--- config.mk ---
export PLATFORM = sky130hd
export DESIGN_NAME = multicycle_control_fsm
export DESIGN_NICKNAME = d
export VERILOG_FILES = /design/src/rtl/ctrl_pkg.sv /design/src/rtl/branch_resolve.sv /design/src/rtl/multicycle_control_fsm.sv
export SDC_FILE = /design/constraint.sdc
export NUM_CORES = 1
export LEC_CHECK = 0
export CELL_PAD_IN_SITES_DETAIL_PLACEMENT = 0
export CELL_PAD_IN_SITES_GLOBAL_PLACEMENT = 1
export CORE_MARGIN = 2
export CORE_UTILIZATION = 32
export CTS_CLUSTER_SIZE = 24
export DETAILED_ROUTE_END_ITERATION = 8
export MAX_ROUTING_LAYER = met4
export PLACE_DENSITY_LB_ADDON = 0.1
export SYNTH_ARGS = -nofsm -noshare
export SYNTH_HDL_FRONTEND = slang
export SYNTH_SLANG_ARGS = --single-unit
export TNS_END_PERCENT = 5
--- constraint.sdc ---
create_clock -name clk -period 2.03 [get_ports clk]
set_input_delay 0.203 -clock clk [delete_from_list [all_inputs] [get_ports clk]]
set_output_delay 0.203 -clock clk [all_outputs]
set_load 0.05 [all_outputs]
--- src/rtl/ctrl_pkg.sv ---
// Shared encodings for the multi-cycle RV32I control path: state enum, opcodes,
// datapath mux selects and the func3-based legality/size helpers.
package ctrl_pkg;

  typedef enum logic [3:0] {
    S_FETCH    = 4'd0,
    S_DECODE   = 4'd1,
    S_MEMADR   = 4'd2,
    S_MEMREAD  = 4'd3,
    S_MEMWB    = 4'd4,
    S_MEMWRITE = 4'd5,
    S_EXECR    = 4'd6,
    S_EXECI    = 4'd7,
    S_ALUWB    = 4'd8,
    S_BRANCH   = 4'd9,
    S_JAL      = 4'd10,
    S_JALR     = 4'd11,
    S_LUI      = 4'd12,
    S_AUIPC    = 4'd13,
    S_TRAP     = 4'd14
  } state_t;

  localparam logic [6:0] OP_LOAD   = 7'b0000011;
  localparam logic [6:0] OP_STORE  = 7'b0100011;
  localparam logic [6:0] OP_RTYPE  = 7'b0110011;
  localparam logic [6:0] OP_ITYPE  = 7'b0010011;
  localparam logic [6:0] OP_BRANCH = 7'b1100011;
  localparam logic [6:0] OP_JAL    = 7'b1101111;
  localparam logic [6:0] OP_JALR   = 7'b1100111;
  localparam logic [6:0] OP_LUI    = 7'b0110111;
  localparam logic [6:0] OP_AUIPC  = 7'b0010111;

  localparam logic [1:0] SRCA_PC    = 2'b00;
  localparam logic [1:0] SRCA_OLDPC = 2'b01;
  localparam logic [1:0] SRCA_RS1   = 2'b10;

  localparam logic [1:0] SRCB_RS2  = 2'b00;
  localparam logic [1:0] SRCB_IMM  = 2'b01;
  localparam logic [1:0] SRCB_FOUR = 2'b10;

  localparam logic [1:0] ALUOP_ADD   = 2'b00;
  localparam logic [1:0] ALUOP_SUB   = 2'b01;
  localparam logic [1:0] ALUOP_FUNCT = 2'b10;

  localparam logic [2:0] IMM_I = 3'b000;
  localparam logic [2:0] IMM_S = 3'b001;
  localparam logic [2:0] IMM_B = 3'b010;
  localparam logic [2:0] IMM_U = 3'b011;
  localparam logic [2:0] IMM_J = 3'b100;

  localparam logic [2:0] RES_ALUOUT = 3'b000;
  localparam logic [2:0] RES_MEM    = 3'b001;
  localparam logic [2:0] RES_PC4    = 3'b010;
  localparam logic [2:0] RES_IMM    = 3'b011;
  localparam logic [2:0] RES_PCIMM  = 3'b100;

  // Memory access width from func3: 00 word, 01 half, 10 byte.
  function automatic logic [1:0] data_size(input logic [2:0] f3);
    case (f3[1:0])
      2'b00:   return 2'b10;
      2'b01:   return 2'b01;
      default: return 2'b00;
    endcase
  endfunction

  function automatic logic func3_illegal(input logic [6:0] op, input logic [2:0] f3);
    case (op)
      OP_LOAD:   return (f3 == 3'b011) || (f3 == 3'b110) || (f3 == 3'b111);
      OP_STORE:  return (f3 >= 3'b011);
      OP_BRANCH: return (f3 == 3'b010) || (f3 == 3'b011);
      OP_JALR:   return (f3 != 3'b000);
      default:   return 1'b0;
    endcase
  endfunction

endpackage

--- src/rtl/branch_resolve.sv ---
// Branch condition evaluation from ALU flags after rs1-rs2; carry set means no borrow.
module branch_resolve (
  input  logic [2:0] func3,
  input  logic       zero_flag,
  input  logic       negative_flag,
  input  logic       carry_flag,
  input  logic       overflow_flag,
  output logic       taken
);

  always_comb begin
    taken = 1'b0;
    case (func3)
      3'b000:  taken = zero_flag;
      3'b001:  taken = ~zero_flag;
      3'b100:  taken = negative_flag ^ overflow_flag;
      3'b101:  taken = ~(negative_flag ^ overflow_flag);
      3'b110:  taken = ~carry_flag;
      3'b111:  taken = carry_flag;
      default: taken = 1'b0;
    endcase
  end

endmodule

--- src/rtl/multicycle_control_fsm.sv ---
// Multi-cycle RV32I main control: sequences FETCH/DECODE/EXECUTE/MEM/WB and drives
// the shared-datapath strobes, with memory ready handshake, bus timeout and trap.
module multicycle_control_fsm
  import ctrl_pkg::*;
#(
  parameter bit MEM_HANDSHAKE  = 1'b1,
  parameter int TIMEOUT_CYCLES = 255,
  parameter bit TRAP_ENABLE    = 1'b1
) (
  input  logic       clk,
  input  logic       reset,
  input  logic [6:0] op,
  input  logic [2:0] func3,
  input  logic       ZeroFlag,
  input  logic       NegativeFlag,
  input  logic       CarryFlag,
  input  logic       OverflowFlag,
  input  logic       mem_ready,
  output logic       PCWrite,
  output logic       AdrSrc,
  output logic       IRWrite,
  output logic       MemRead,
  output logic       MemWrite,
  output logic       RegWrite,
  output logic [1:0] ALUSrcA,
  output logic [1:0] ALUSrcB,
  output logic [1:0] ALUop,
  output logic [2:0] ImmSrc,
  output logic [2:0] ResultSrc,
  output logic       DataType,
  output logic [1:0] DataSize,
  output logic       illegal,
  output logic       bus_timeout,
  output logic [3:0] state_o
);

  localparam logic [7:0] TIMEOUT_LIM = 8'(TIMEOUT_CYCLES);

  state_t     state_q, state_d;
  logic [7:0] wait_q, wait_d;
  logic       illegal_q, illegal_d;
  logic       bus_timeout_q, bus_timeout_d;

  logic       taken;
  logic       mem_state;
  logic       timeout_hit;
  logic       done;
  state_t     bad_state;

  logic       pc_write, adr_src, ir_write, mem_read, mem_write, reg_write, data_type;
  logic [1:0] alu_src_a, alu_src_b, alu_op, data_size_c;
  logic [2:0] imm_src, result_src;

  branch_resolve u_branch_resolve (
    .func3         (func3),
    .zero_flag     (ZeroFlag),
    .negative_flag (NegativeFlag),
    .carry_flag    (CarryFlag),
    .overflow_flag (OverflowFlag),
    .taken         (taken)
  );

  always_ff @(posedge clk) begin
    if (reset) begin
      state_q       <= S_FETCH;
      wait_q        <= 8'd0;
      illegal_q     <= 1'b0;
      bus_timeout_q <= 1'b0;
    end else begin
      state_q       <= state_d;
      wait_q        <= wait_d;
      illegal_q     <= illegal_d;
      bus_timeout_q <= bus_timeout_d;
    end
  end

  always_comb begin
    state_d       = state_q;
    wait_d        = 8'd0;
    bus_timeout_d = bus_timeout_q;
    pc_write      = 1'b0;
    adr_src       = 1'b0;
    ir_write      = 1'b0;
    mem_read      = 1'b0;
    mem_write     = 1'b0;
    reg_write     = 1'b0;
    data_type     = 1'b0;
    alu_src_a     = SRCA_PC;
    alu_src_b     = SRCB_RS2;
    alu_op        = ALUOP_ADD;
    data_size_c   = 2'b00;
    imm_src       = IMM_I;
    result_src    = RES_ALUOUT;
    bad_state     = TRAP_ENABLE ? S_TRAP : S_FETCH;

    // mem_ready only matters in the three states that own the memory port.
    mem_state   = (state_q == S_FETCH) || (state_q == S_MEMREAD) || (state_q == S_MEMWRITE);
    timeout_hit = mem_state && (TIMEOUT_LIM != 8'd0) && (wait_q == TIMEOUT_LIM);
    done        = (MEM_HANDSHAKE ? mem_ready : 1'b1) || timeout_hit;

    if (mem_state && !done) begin
      wait_d = (wait_q == 8'hFF) ? wait_q : wait_q + 8'd1;
    end
    if (timeout_hit) begin
      bus_timeout_d = 1'b1;
    end

    case (state_q)
      S_FETCH: begin
        mem_read  = 1'b1;
        alu_src_b = SRCB_FOUR;
        if (done) begin
          ir_write = 1'b1;
          pc_write = 1'b1;
          state_d  = S_DECODE;
        end
      end
      S_DECODE: begin
        alu_src_a = SRCA_OLDPC;
        alu_src_b = SRCB_IMM;
        imm_src   = IMM_B;
        case (op)
          OP_LOAD, OP_STORE: state_d = S_MEMADR;
          OP_RTYPE:          state_d = S_EXECR;
          OP_ITYPE:          state_d = S_EXECI;
          OP_BRANCH:         state_d = S_BRANCH;
          OP_JAL:            state_d = S_JAL;
          OP_JALR:           state_d = S_JALR;
          OP_LUI:            state_d = S_LUI;
          OP_AUIPC:          state_d = S_AUIPC;
          default:           state_d = bad_state;
        endcase
        if (func3_illegal(op, func3)) begin
          state_d = bad_state;
        end
      end
      S_MEMADR: begin
        alu_src_a = SRCA_RS1;
        alu_src_b = SRCB_IMM;
        imm_src   = (op == OP_STORE) ? IMM_S : IMM_I;
        state_d   = (op == OP_STORE) ? S_MEMWRITE : S_MEMREAD;
      end
      S_MEMREAD: begin
        mem_read    = 1'b1;
        adr_src     = 1'b1;
        data_type   = func3[2];
        data_size_c = data_size(func3);
        if (done) state_d = S_MEMWB;
      end
      S_MEMWB: begin
        reg_write   = 1'b1;
        result_src  = RES_MEM;
        data_type   = func3[2];
        data_size_c = data_size(func3);
        state_d     = S_FETCH;
      end
      S_MEMWRITE: begin
        mem_write   = 1'b1;
        adr_src     = 1'b1;
        data_size_c = data_size(func3);
        if (done) state_d = S_FETCH;
      end
      S_EXECR: begin
        alu_src_a = SRCA_RS1;
        alu_op    = ALUOP_FUNCT;
        state_d   = S_ALUWB;
      end
      S_EXECI: begin
        alu_src_a = SRCA_RS1;
        alu_src_b = SRCB_IMM;
        alu_op    = ALUOP_FUNCT;
        state_d   = S_ALUWB;
      end
      S_ALUWB: begin
        reg_write = 1'b1;
        state_d   = S_FETCH;
      end
      S_BRANCH: begin
        alu_src_a = SRCA_RS1;
        alu_op    = ALUOP_SUB;
        pc_write  = taken;
        state_d   = S_FETCH;
      end
      S_JAL: begin
        reg_write  = 1'b1;
        result_src = RES_PC4;
        pc_write   = 1'b1;
        imm_src    = IMM_J;
        state_d    = S_FETCH;
      end
      S_JALR: begin
        reg_write  = 1'b1;
        result_src = RES_PC4;
        pc_write   = 1'b1;
        alu_src_a  = SRCA_RS1;
        alu_src_b  = SRCB_IMM;
        state_d    = S_FETCH;
      end
      S_LUI: begin
        reg_write  = 1'b1;
        result_src = RES_IMM;
        imm_src    = IMM_U;
        state_d    = S_FETCH;
      end
      S_AUIPC: begin
        reg_write  = 1'b1;
        result_src = RES_PCIMM;
        imm_src    = IMM_U;
        state_d    = S_FETCH;
      end
      S_TRAP: begin
        state_d = S_TRAP;
      end
      default: begin
        state_d = S_FETCH;
      end
    endcase

    illegal_d = (state_d == S_TRAP);
  end

  // Everything is forced low while reset is held, including the stale state register.
  assign PCWrite     = pc_write & ~reset;
  assign AdrSrc      = adr_src & ~reset;
  assign IRWrite     = ir_write & ~reset;
  assign MemRead     = mem_read & ~reset;
  assign MemWrite    = mem_write & ~reset;
  assign RegWrite    = reg_write & ~reset;
  assign ALUSrcA     = reset ? 2'b00 : alu_src_a;
  assign ALUSrcB     = reset ? 2'b00 : alu_src_b;
  assign ALUop       = reset ? 2'b00 : alu_op;
  assign ImmSrc      = reset ? 3'b000 : imm_src;
  assign ResultSrc   = reset ? 3'b000 : result_src;
  assign DataType    = data_type & ~reset;
  assign DataSize    = reset ? 2'b00 : data_size_c;
  assign illegal     = illegal_q & ~reset;
  assign bus_timeout = bus_timeout_q & ~reset;
  assign state_o     = reset ? 4'd0 : state_q;

endmodule

==> results.json <==
{
  "outcome": "complete, but fails checks",
  "violations": "negative setup slack",
  "routedWlPerCell_um": 13.6,
  "clkLatencyLatePin_ps": 250,
  "ctsRootBufferMaster": "clkbuf_8",
  "synth_area_per_cell_um2": 7.10,
  "slew-limit-headroom": 0.707,
  "synth_ff_type": "dfxtp_1",
  "clock.fmax_ghz": 0.486,
  "final_cell_mix": "buf_4, buf_12, nor2_1",
  "synthArstFlopShare": 0,
  "skew_ps": 8.21,
  "power.leakage_uw": 0.000957,
  "final_cell_area_mm2": 0.00251,
  "yosys_warnings": 0,
  "place_area_mm2": 0.00235,
  "yosys_register_bits": 14,
  "gp_congestion": 0.930,
  "cts_tree": "yes",
  "fin_cells": 300,
  "rsz0062_at_grt": "true",
  "grt_usage": 0.192,
  "min_period_ps": 2060,
  "synth_area_leader_cell": "dfxtp_1",
  "io_buffers": 43,
  "yosysTopAreaCellShare": 0.216,
  "syn_to_final_growth_pct": 93.4,
  "syn-instance-count": 183,
  "setup_viol": 1,
  "worst_ep_arrival_time_ps": 1850,
  "final_common_cell": "buf_4",
  "power_density_mw_per_mm2": 1060,
  "dp_cells": 294,
  "hp-class": "reg -> reg",
  "drv_slew": 0,
  "cp_max_fo": 3,
  "syn-num-nets": 201,
  "vias_per_cell": 5.27,
  "dpl.hpwl_um": 3350,
  "antenna_found_initial": 0,
  "cts_max_level": 1,
  "drive_gt1_frac": 0.388,
  "cts.clk_slew.worst_paths_ps": 60,
  "start_kind": "register",
  "synth_edf_count": 0,
  "start_util": 0.329,
  "clock-sinks": 14,
  "post-route-util": 0.637,
  "cap_violations": 0,
  "synth_area_leaders": "dfxtp_1, nor2_1, nand2_1",
  "yosysSeqAreaShare": 0.216,
  "drt-initial-drc-count": 110,
  "setup_tns_ps": -27.2,
  "hold_viol": 0,
  "grt_pass1_wl_um": 6690,
  "worst-setup-path-type": "reg -> out",
  "layout_setup_ws_ps": -27.2,
  "grt_max_degree": 21,
  "route.detailed.drc": 0,
  "diodes": 0,
  "cts-hold-fix-buffers": 0,
  "fill_cells": 345,
  "numCtsBuffers": 3,
  "tightest_slew_ps": 437,
  "overflow": 0,
  "finalNetCount": 269,
  "finalCritPeriodShare": 1.01,
  "chipWidth_um": 67.7,
  "vias": 1581,
  "ir_worst_vdd_mv": 0.681,
  "die-area_mm2": 0.00458,
  "die_h_um": 67.7,
  "dr.pass1.iters": 4,
  "fp-row-count": 23,
  "cp_data_required_time_ps": 1830,
  "grt_pass1_vias": 1533,
  "coreArea_mm2": 0.00394,
  "cp-end-kind": "output pin",
  "ant_nets": 0,
  "synth_cell_type_count": 47,
  "syn-cell-area_mm2": 0.00130,
  "max-clock-path-buffers": 2,
  "routed_wl_um": 4090,
  "io_pins": 44
}
[final timing paths]
path / from / end / slack (ps) / depth (start not counted)
max: wait_q[0] / PCWrite / -30 / 7
min: wait_q[0] / wait_q[0] / 560 / 2
max reg2reg: wait_q[0] / illegal_q / 130 / 8
min reg2reg: wait_q[0] / wait_q[0] / 560 / 2
[synthesized netlist by cell type, types with 3 or more instances]
cell and n:
nor2_1 22, nand2_1 19, dfxtp_1 14, clkbuf_1 10
nor3_1 9, nor4_1 8, inv_1 7, nor2b_1 7
a21oi_1 6, nand2b_1 6, nand3b_1 5, o21ai_0 5
xor2_1 5, a2111oi_0 4, nand3_1 4, nor3b_1 4
or2_2 4, a32o_1 3, xnor2_1 3
[area by class of cell]
type	count	area, um2	share of cell area
multi-input cells	149	1110	0.443
repair buffers	76	970	0.386
flip-flops and latches	14	287	0.114
well taps	50	62.6	0.0249
clock buffers	4	55.1	0.0219
inverters	7	26.3	0.0105
[registers in the layout, summed over array words and instances (netlist names)]
signal and flops:
wait_q 8, illegal_q 1, state_q 4, bus_timeout_q 1
[through the flow]
stage	hold WS [ps]	setup WS (ps)	power [uW]
2_1_floorplan	457	-361	1510
3_3_place_gp	476	-136	2330
3_5_place_dp	493	-205	2350
4_1_cts	558	-40.2	2660
5_1_grt	565	-79.9	2820
6_report	560	-27.2	2660
[cells by family after synthesis]
logic type | share of synthesized area
XOR/XNOR | 0.0540
multiplexers | 0.0241
AND/OR/NAND/NOR | 0.413
adder cells (fa/ha/maj) | 0.00963
buffers and inverters | 0.0645
flip-flops | 0.216
AO/OA/AOI/OAI | 0.219
[layer usage]
layer	up-vias	GRT usage	share of wire
li1	814	-	-
met1	728	0.240	0.46
met2	35	0.328	0.50
met3	4	0.0200	0.037
met4	0	0.0510	0.0098
met5	-	-	0
[critical path, stage by stage, from the launching register on]
cell and delay (ps):
dfxtp_2 360, ha_4 150, nand3_4 80, or3_4 360, nand2_4 80, a21oi_2 70
nor4_4 330, buf_12 180
[power by group]
group | leakage [uW] | total (uW) | internal [uW] | switching, uW
Clock | 0.0000288 | 269 | 172 | 97.3
Sequential | 0.000115 | 369 | 322 | 47.1
Combinational | 0.000813 | 2030 | 918 | 1110
Total | 0.000957 | 2660 | 1410 | 1250
[timing repair]
item,4_1_cts,5_1_grt
setup endpoints to repair,7,6
pin swaps,5,8
hold endpoints to repair,0,0
resized for setup,14,11
buffers inserted,2,0
(Power assumes the default switching activity.)
